`config.mk`:
```
export PLATFORM = sky130hd
export DESIGN_NAME = multi_ff_bank
export DESIGN_NICKNAME = d
export VERILOG_FILES = /design/src/rtl/multi_ff_bank_pkg.sv /design/src/rtl/ff_cell.sv /design/src/rtl/multi_ff_bank.sv
export SDC_FILE = /design/constraint.sdc
export NUM_CORES = 1
export LEC_CHECK = 0
export CAP_MARGIN = 40
export CORE_UTILIZATION = 35
export DETAILED_ROUTE_END_ITERATION = 7
export PLACE_DENSITY = 0.63
export SYNTH_ARGS = -nofsm -noshare
export SYNTH_HDL_FRONTEND = slang
export SYNTH_SLANG_ARGS = --single-unit
export TNS_END_PERCENT = 10
```
`constraint.sdc`:
```
create_clock -name clk -period 4.9 [get_ports clk]
set_input_delay 0.98 -clock clk [delete_from_list [all_inputs] [get_ports clk]]
set_output_delay 0.98 -clock clk [all_outputs]
set_load 0.05 [all_outputs]
```
`src/rtl/multi_ff_bank_pkg.sv`:
```
// Shared constants for the multi-mode flip-flop bank: channel mode encodings.
package ff_bank_pkg;

    localparam int          MODE_W  = 2;
    localparam logic [1:0]  MODE_SR = 2'b00;
    localparam logic [1:0]  MODE_JK = 2'b01;
    localparam logic [1:0]  MODE_D  = 2'b10;
    localparam logic [1:0]  MODE_T  = 2'b11;

endpackage

```
`src/rtl/ff_cell.sv`:
```
// One flip-flop channel: its own mode register, q/qb state and sticky illegal-input flag.
// q_next exposes the combinational next state so the bank can detect changes without extra flops.
module ff_cell
    import ff_bank_pkg::*;
#(
    parameter logic              RESET_Q    = 1'b0,
    parameter logic [MODE_W-1:0] RESET_MODE = MODE_SR
) (
    input  logic              clk,
    input  logic              reset,
    input  logic              cfg_we,
    input  logic [MODE_W-1:0] cfg_mode,
    input  logic              en,
    input  logic              a,
    input  logic              b,
    input  logic              illegal_clr,
    output logic              q,
    output logic              qb,
    output logic              illegal,
    output logic              q_next
);

    logic [MODE_W-1:0] mode_q, mode_d;
    logic              q_q, q_d;
    logic              qb_q, qb_d;
    logic              illegal_q, illegal_d;
    logic              illegal_set;

    always_comb begin
        mode_d      = cfg_we ? cfg_mode : mode_q;
        q_d         = q_q;
        illegal_set = 1'b0;
        if (en) begin
            // The mode in force this edge is the registered one; a new cfg_mode only acts next edge.
            case (mode_q)
                MODE_SR: begin
                    case ({a, b})
                        2'b01:   q_d = 1'b0;
                        2'b10:   q_d = 1'b1;
                        2'b11:   illegal_set = 1'b1;
                        default: q_d = q_q;
                    endcase
                end
                MODE_JK: begin
                    case ({a, b})
                        2'b01:   q_d = 1'b0;
                        2'b10:   q_d = 1'b1;
                        2'b11:   q_d = ~q_q;
                        default: q_d = q_q;
                    endcase
                end
                MODE_D:  q_d = a;
                default: q_d = a ? ~q_q : q_q;
            endcase
        end
        qb_d = ~q_d;
        // A fresh illegal event outranks a clear arriving on the same edge.
        if (illegal_set)      illegal_d = 1'b1;
        else if (illegal_clr) illegal_d = 1'b0;
        else                  illegal_d = illegal_q;
    end

    always_ff @(posedge clk or negedge reset) begin
        if (!reset) begin
            mode_q    <= RESET_MODE;
            q_q       <= RESET_Q;
            qb_q      <= ~RESET_Q;
            illegal_q <= 1'b0;
        end else begin
            mode_q    <= mode_d;
            q_q       <= q_d;
            qb_q      <= qb_d;
            illegal_q <= illegal_d;
        end
    end

    assign q       = q_q;
    assign qb      = qb_q;
    assign illegal = illegal_q;
    assign q_next  = q_d;

endmodule

```
`src/rtl/multi_ff_bank.sv`:
```
// Bank of WIDTH run-time configurable SR/JK/D/T flip-flops with a sticky illegal flag per channel
// and a saturating count of edges on which any output bit changed.
module multi_ff_bank
    import ff_bank_pkg::*;
#(
    parameter int                WIDTH      = 8,
    parameter int                CNT_W      = 8,
    parameter logic [WIDTH-1:0]  RESET_Q    = {WIDTH{1'b0}},
    parameter logic [MODE_W-1:0] RESET_MODE = MODE_SR
) (
    input  logic                  clk,
    input  logic                  reset,
    input  logic                  cfg_we,
    input  logic [2*WIDTH-1:0]    cfg_mode,
    input  logic                  en,
    input  logic [WIDTH-1:0]      a,
    input  logic [WIDTH-1:0]      b,
    input  logic                  illegal_clr,
    input  logic                  cnt_clr,
    output logic [WIDTH-1:0]      q,
    output logic [WIDTH-1:0]      qb,
    output logic [WIDTH-1:0]      illegal,
    output logic                  any_illegal,
    output logic [CNT_W-1:0]      chg_cnt
);

    logic [WIDTH-1:0] q_next;
    logic             q_changed;
    logic [CNT_W-1:0] chg_cnt_q, chg_cnt_d;

    function automatic logic [CNT_W-1:0] sat_inc(input logic [CNT_W-1:0] v);
        if (v == {CNT_W{1'b1}}) return v;
        return v + 1'b1;
    endfunction

    for (genvar i = 0; i < WIDTH; i++) begin : g_cell
        ff_cell #(
            .RESET_Q    (RESET_Q[i]),
            .RESET_MODE (RESET_MODE)
        ) u_cell (
            .clk         (clk),
            .reset       (reset),
            .cfg_we      (cfg_we),
            .cfg_mode    (cfg_mode[MODE_W*i +: MODE_W]),
            .en          (en),
            .a           (a[i]),
            .b           (b[i]),
            .illegal_clr (illegal_clr),
            .q           (q[i]),
            .qb          (qb[i]),
            .illegal     (illegal[i]),
            .q_next      (q_next[i])
        );
    end

    assign q_changed = |(q_next ^ q);

    always_comb begin
        chg_cnt_d = chg_cnt_q;
        if (cnt_clr)        chg_cnt_d = '0;
        else if (q_changed) chg_cnt_d = sat_inc(chg_cnt_q);
    end

    always_ff @(posedge clk or negedge reset) begin
        if (!reset) chg_cnt_q <= '0;
        else        chg_cnt_q <= chg_cnt_d;
    end

    assign chg_cnt     = chg_cnt_q;
    assign any_illegal = |illegal;

endmodule
```
==> metrics.md, run 1 <==
| Metric | Value |
|---|---|
| Run status | `finished clean` |
| Clock buffer depth | `2` |
| Cell class contributing the biggest share of worst-path delay | `compound AO/OA/AOI/OAI gates` |
| Full die area | `9407 um2` |
| Vias in the first global route | `about 2.5k` |
| Port-buffer cells | `70` |
| Commonest cells after routing, fill and taps aside | `69 x sky130_fd_sc_hd__clkdlybuf4s50_1, 40 x sky130_fd_sc_hd__dfrtp_1, 31 x sky130_fd_sc_hd__inv_1` |
| WHS Path Cells | `1` |
| Min cycle time layout | `about 3600 ps` |
| Sum of net half-perimeters after detailed placement | `about 5300 um` |
| Arrival time reported for the critical path endpoint | `roughly 3800 ps` |
| Sinks on Clock Net | `48` |
| Clock share of power | `roughly a fifth` |
| Part of the power in registers | `approximately 42%` |
| Startpoint of the worst hold path | `g_cell[0].u_cell.q` |
| Number of CTS-inserted buffers | `5` |
| Number of setup violations in the final report | `0` |
| Tcrit/Tclk final | `approximately 73%` |
| Maximum frequency from static timing analysis | `roughly 280 MHz` |
| Cell taking the most area after synthesis | `sky130_fd_sc_hd__dfrtp_1` |
| Area of the core | `roughly 8700 um2` |
| Power Dens Cells | `~330 nW/um2` |
| CP max-delay cell | `sky130_fd_sc_hd__o31ai_2` |
| Clk pin slew, worst setup/hold paths | `~100 ps` |
| Critical R2R Capture | `chg_cnt[1]` |
| Setup TNS | `0 ps` |
| Ordered list of cells on the worst path | `clkdlybuf4s50_1 > inv_1 > ha_1 > or4b_1 > a21oi_1 > o41ai_1 > o2111ai_1 > o31ai_2 > mux2i_1 > nor2_1` |
| Total routing usage reported by global routing | `around 16%` |
| Critical R2R Launch | `g_cell[4].u_cell.mode_q[1]` |
| Clk root buf | `sky130_fd_sc_hd__clkbuf_8` |
| Placer Congestion | `0.8150` |
| Overall via count from detail_route | `roughly 2.5k` |
| Worst vdd ir | `154.1 uV` |
| Grt total ovfl | `0` |
| Post-CTS setup repair buffer count | `0` |
| Routed length per instance | `~15 um` |
| Pin count of the biggest net entering global routing | `28` |
| Boundary Pins | `a little over 70` |
| Max-cap violations | `0` |
| Leading cell type in the layout, fill and taps excluded | `sky130_fd_sc_hd__clkdlybuf4s50_1` |
| Setup repair after global routing missed its margin | `false` |
| Worst R2R Setup Slack | `around 2300 ps` |
| Cell row count | `34` |
| Initial Utilization | `between 30% and 40%` |
| Internal power | `762.2 uW` |
| Slew at the pin with the worst max-slew slack | `between 800 and 900 ps` |
| Share of synthesized registers carrying an async set or reset | `100.0%` |
| Total inserted antenna cells | `0` |
| Crit path capture type | `flop` |
| Number of enable-type register cells in the synthesized netlist | `0` |
| Final wirelength | `7104 um` |
| Number of nets in the synthesized netlist | `385` |
| #FFs+latches synth | `48` |
| Cell area after placement | `about 3800 um2` |
| Post-cts gate resize count | `0` |
| Switching share of power | `between 40% and 50%` |
| Number of nets in the final layout | `approximately 430` |
| Length of the first detailed-routing pass in iterations | `4` |
| Largest fanout of any net on the critical path | `12` |
| Count of routing violations after the opening detailed-route iteration | `108` |
| Relative contribution of combinational cells to total power | `approximately two fifths` |
| DRC violation count after routing | `0` |
| Worst Hold Class | `flop to flop` |
| Worst setup path category | `primary input to flop` |
| Post-synth cell types | `61` |
| Crit path launch type | `primary input` |
| Switching component of the power | `508.4 uW` |
| Wire length of the first global-routing pass | `approximately 12,000 um` |
| Count of buffer and inverter cells on the critical path | `2` |
| Avg Cell Area, Syn | `approximately 9.6 um2` |
| DIE HEIGHT | `96.99 um` |
| Worst endpoint required time | `5100 ps` |
| Hold Path End | `g_cell[0].u_cell.qb` |
| Number of nets still failing antenna checks after routing | `0` |
| Leakage component of the power | `0.001606 uW` |
| Leading post-synthesis cells by cell area | `sky130_fd_sc_hd__dfrtp_1 32%, sky130_fd_sc_hd__ha_1 6.7%, sky130_fd_sc_hd__dfstp_2 6.7%` |
| Number of antenna violations at the first check in global routing | `0` |
| Final slew viol count | `0` |
| Final Hold Viols | `0` |
| Register-to-Register Path Depth | `7` |
| Yosys warns | `0` |
| Sequential-to-total area share from yosys stat | `between 30% and 40%` |
| Number of buffers inserted for hold repair after clock tree synthesis | `0` |
| Level count of the clock H-tree | `2` |
| Slew HR | `a little over two fifths` |
| Clock tree from TritonCTS | `built` |
| Setup skew after layout | `about 15 ps` |
| Gate Count Post-Synth | `330` |
| Chip Width | `around 97 um` |
| Synth Flop Type | `sky130_fd_sc_hd__dfrtp_1` |
| Via density | `roughly 5.2` |
| Maximum single-stage delay on the critical path | `just under 800 ps` |
| Cell area after technology mapping | `between 3000 and 4000 um2` |
| Ratio of cells with drive above 1 in the final layout | `a little over a tenth` |
| Portion of synthesized cell area occupied by the leading cell type | `between 30% and 40%` |
| Clock network latency to the later pin of the worst-skew pair | `slightly above 300 ps` |
| Area growth, synth to finish | `22.35%` |
| Finished layout cell area | `~3900 um2` |
-- per-layer routing --
layer  GRT usage (%)  vias up  routed length (um)
met3           3.396        8                 348
met5               0        -                   0
li1                -     1242                   -
met1           21.59     1213                3521
met2           24.76       66                3136
met4           4.018        0                  97
-- area by class of cell --
class	instances	area, um2
Clock buffer	6	72.57
Timing Repair Buffer	73	734.5
Tap cell	108	135.1
Clock inverter	2	12.51
Multi-Input combinational cell	214	1582
Inverter	31	116.4
Sequential cell	48	1211
Fill cell	857	4857
-- kinds of logic (layout without fill, tap and decap cells) --
kind of cell	after synthesis	in the layout	share of synthesized area [%]
AO/OA/AOI/OAI	82	82	18.11
XOR/XNOR	2	2	0.5548
adder cells (fa/ha/maj)	17	17	6.735
buffers and inverters	68	112	11.57
flip-flops	48	48	38.35
multiplexers	27	27	9.271
AND/OR/NAND/NOR	86	86	15.41
-- metrics by stage --
stage | utilization (%) | worst slack (ps) | total power [uW] | hold slack (ps) | std cells
after global placement | 42.97 | 1092 | 1030 | 542.5 | 472
after global routing | 44.30 | 1105 | 1350 | 585.6 | 482
after CTS | 44.30 | 1331 | 1286 | 566.5 | 482
after detailed placement | 43.33 | 998.6 | 1042 | 553.0 | 474
final | 44.30 | 1338 | 1271 | 553.7 | 482
after floorplan | - | 1962 | 913.2 | 474.2 | 330
-- power by group through the flow --
stage	Sequential [uW]	Combinational, uW	Clock, uW
finish	537	496	238
global route	549	534	267
CTS	537	499	250
detailed placement	544	497	0
global placement	541	489	0
floorplan	538	375	0
-- worst max-delay path by stage --
stage,start,to,slack [ps],cells past startpoint
floorplan,b[6],chg_cnt[5],1960,10
global placement,b[5],chg_cnt[1],1090,10
detailed placement,b[5],chg_cnt[1],1000,10
CTS,b[5],chg_cnt[1],1330,10
global route,b[6],chg_cnt[3],1100,10
finish,b[6],chg_cnt[1],1340,10
-- Yosys cell counts (8+ instances only) --
master and instances:
sky130_fd_sc_hd__a21oi_1 21, sky130_fd_sc_hd__buf_4 25, sky130_fd_sc_hd__dfrtp_1 40, sky130_fd_sc_hd__dfstp_2 8
sky130_fd_sc_hd__ha_1 17, sky130_fd_sc_hd__inv_1 31, sky130_fd_sc_hd__mux2_2 17, sky130_fd_sc_hd__mux2i_1 9
sky130_fd_sc_hd__nand2_1 19, sky130_fd_sc_hd__nand2b_1 8, sky130_fd_sc_hd__nand3_1 10, sky130_fd_sc_hd__nor2_1 11
sky130_fd_sc_hd__nor2b_1 10, sky130_fd_sc_hd__o21ai_0 15
-- registers in the layout, summed over array words and instances (netlist names) --
signal,flops
g_cell.u_cell.mode_q,16
g_cell.u_cell.illegal,8
g_cell.u_cell.q,8
chg_cnt,8
g_cell.u_cell.qb,8
Note: power is estimated with default switching activity, not from simulation.
==> run 2, diff against run 1 <==
clock period = 3.3 ns   (was 4.9 ns; I/O delays follow)
==> run 2 against run 1 <==
- clock power increased by 82%
- flip-flop and latch count did not move
- non-clock buffer count is 19 higher
- final cell count grew 3.9%
- via count is 5.4% higher
- wire length grew 5.0%
- register-to-register slack lost 1500 ps
- utilization rose by 1.8 points
- design area up 4.1%
==> metrics.md, run 2 (synthesized netlist as in run 1, its figures left out) <==
| Metric | Value |
|---|---|
| Boundary Pins | `slightly above 70` |
| Fin Hold WS | `~400 ps` |
| Fill cell count | `829` |
| Area growth, synth to finish | `27.34%` |
| DRC violation count after routing | `0` |
| CP max-delay cell | `sky130_fd_sc_hd__clkdlybuf4s50_1` |
| Power Dens Cells | `approximately 500 nW/um2` |
| Vias in the first global route | `2,578` |
| Inst Count DP | `a little under 500` |
| Clock buffer depth | `2` |
| Run status | `finished clean` |
| Setup skew after layout | `between 9 and 10 ps` |
| Arrival time reported for the critical path endpoint | `3360 ps` |
| Initial Utilization | `36.21%` |
| Area taken by multi-input logic gates | `approximately 1600 um2` |
| Tcrit/Tclk final | `94.93%` |
| Full die area | `roughly 9400 um2` |
| Placer Congestion | `between 0.8 and 0.9` |
| Maximum frequency from static timing analysis | `319.2 MHz` |
| Final Hold Viols | `0` |
| Number of antenna violations at the first check in global routing | `0` |
| Post-cts gate resize count | `0` |
| Slew at the pin with the worst max-slew slack | `706.7 ps` |
| Commonest cells after routing, fill and taps aside | `69 x sky130_fd_sc_hd__clkdlybuf4s50_1, 40 x sky130_fd_sc_hd__dfrtp_1, 31 x sky130_fd_sc_hd__inv_1` |
| Sinks on Clock Net | `48` |
| Total routing usage reported by global routing | `16.43%` |
| Post-CTS setup repair buffer count | `0` |
| Storage cell area | `around 1200 um2` |
| Worst vdd ir | `around 250 uV` |
| Leakage component of the power | `approximately 0.0017 uW` |
| Routed length per instance | `14.89 um` |
| Grt total ovfl | `0` |
| Sum of net half-perimeters after detailed placement | `approximately 5500 um` |
| Crit path launch type | `primary input` |
| Setup repair after global routing missed its margin | `false` |
| Slew HR | `around 53%` |
| Ordered list of cells on the worst path | `clkdlybuf4s50_1 > inv_1 > ha_1 > or4b_1 > a21oi_1 > o41ai_1 > o2111ai_1 > o31ai_4 > or4_1 > a21oi_1` |
| Min cycle time layout | `3133 ps` |
| DIE HEIGHT | `just under 100 um` |
| Final wirelength | `~7500 um` |
| Number of CTS-inserted buffers | `5` |
| Number of setup violations in the final report | `0` |
| Ratio of cells with drive above 1 in the final layout | `15.01%` |
| Clock network latency to the later pin of the worst-skew pair | `approximately 300 ps` |
| Maximum single-stage delay on the critical path | `490 ps` |
| Port-buffer cells | `70` |
| Max-cap violations | `0` |
| Clk pin slew, worst setup/hold paths | `around 90 ps` |
| Total inserted antenna cells | `0` |
| Filler-free cell count of the finished design | `approximately 500` |
| Count of buffer and inverter cells on the critical path | `2` |
| Wire length of the first global-routing pass | `~13,000 um` |
| Critical R2R Launch | `g_cell[7].u_cell.mode_q[0]` |
| Worst setup path category | `primary input to flop` |
| Number of nets still failing antenna checks after routing | `0` |
| Largest fanout of any net on the critical path | `12` |
| Leading cell type in the layout, fill and taps excluded | `sky130_fd_sc_hd__clkdlybuf4s50_1` |
| Cell class contributing the biggest share of worst-path delay | `simple AND/OR/NAND/NOR gates` |
| Via density | `between 5 and 6` |
| Chip Width | `a little under 100 um` |
| Largest register FFs | `16` |
| Clock tree from TritonCTS | `built` |
| Length of the first detailed-routing pass in iterations | `4` |
| Worst R2R Setup Slack | `780 ps` |
| Register with the most flip-flops | `g_cell.u_cell.mode_q` |
| Level count of the clock H-tree | `2` |
| Number of buffers inserted for hold repair after clock tree synthesis | `0` |
| Pin count of the biggest net entering global routing | `32` |
| Worst Hold Class | `primary input to async pin` |
| Count of routing violations after the opening detailed-route iteration | `81` |
| Crit path capture type | `flop` |
| Register-to-Register Path Depth | `7` |
| Cell row count | `34` |
| Area of the core | `8721 um2` |
| Worst endpoint required time | `between 3000 and 4000 ps` |
| Overall via count from detail_route | `around 2.7k` |
| Critical path's most frequent cell | `sky130_fd_sc_hd__a21oi_1` |
| Number of nets in the final layout | `approximately 450` |
| Critical R2R Capture | `chg_cnt[7]` |
| Clk root buf | `sky130_fd_sc_hd__clkbuf_8` |
| Final slew viol count | `0` |
-- run 2: changes by cell type in the layout (fill, tap and decap cells not counted), sizes merged --
cell / delta
bufinv: +1
buf: +19
clkinvlp: -1
-- run 2: stage by stage --
step	setup TNS, ps	setup slack [ps]	area [um2]	utilization, %	power (uW)
5_1_grt	0	5.445	4021	46.11	2110
4_1_cts	0	114.8	4013	46.01	2011
2_1_floorplan	0	681.6	3158	-	1356
6_report	0	167.4	4021	46.11	1996
3_5_place_dp	-1224	-217.4	3905	44.78	1568
3_3_place_gp	-677.5	-130.2	3905	44.78	1551
-- run 2: worst register-to-register path, delay by kind of cell, from the launching register on --
family           cells  cell delay, ps
flip-flops           1             500
AO/OA/AOI/OAI        5             910
AND/OR/NAND/NOR      2            1030
-- run 2: worst max path at each step --
stage,endpoint,from,slack (ps),cells past startpoint
after floorplan,chg_cnt[5],b[6],680,10
after global placement,chg_cnt[1],b[5],-130,10
after detailed placement,chg_cnt[3],b[5],-220,10
after CTS,chg_cnt[3],b[6],110,10
after global routing,chg_cnt[7],b[6],5,10
final,chg_cnt[7],b[7],170,10
-- run 2: where the power goes --
| group | leakage (uW) | internal [uW] | switching (uW) |
|---|---|---|---|
| registers | 0.000583 | 684 | 115 |
| clock network | 0.0000552 | 225 | 208 |
| logic | 0.00107 | 316 | 447 |
-- run 2: area by class of cell --
type                            count  area share, %
Multi-Input combinational cell    214          39.55
Sequential cell                    48          30.12
Inverter                           31          2.894
Tap cell                          108          3.360
Timing Repair Buffer               92          21.41
Clock buffer                        6          1.805
Clock inverter                      2         0.8712
-- run 2: per-layer routing --
metal / up-vias / track usage, % / wire length (um)
met5: - / 0 / 0
met4: 0 / 3.559 / 80
met3: 8 / 3.685 / 433
met2: 78 / 26.06 / 3406
met1: 1299 / 22.86 / 3539
li1: 1281 / - / -
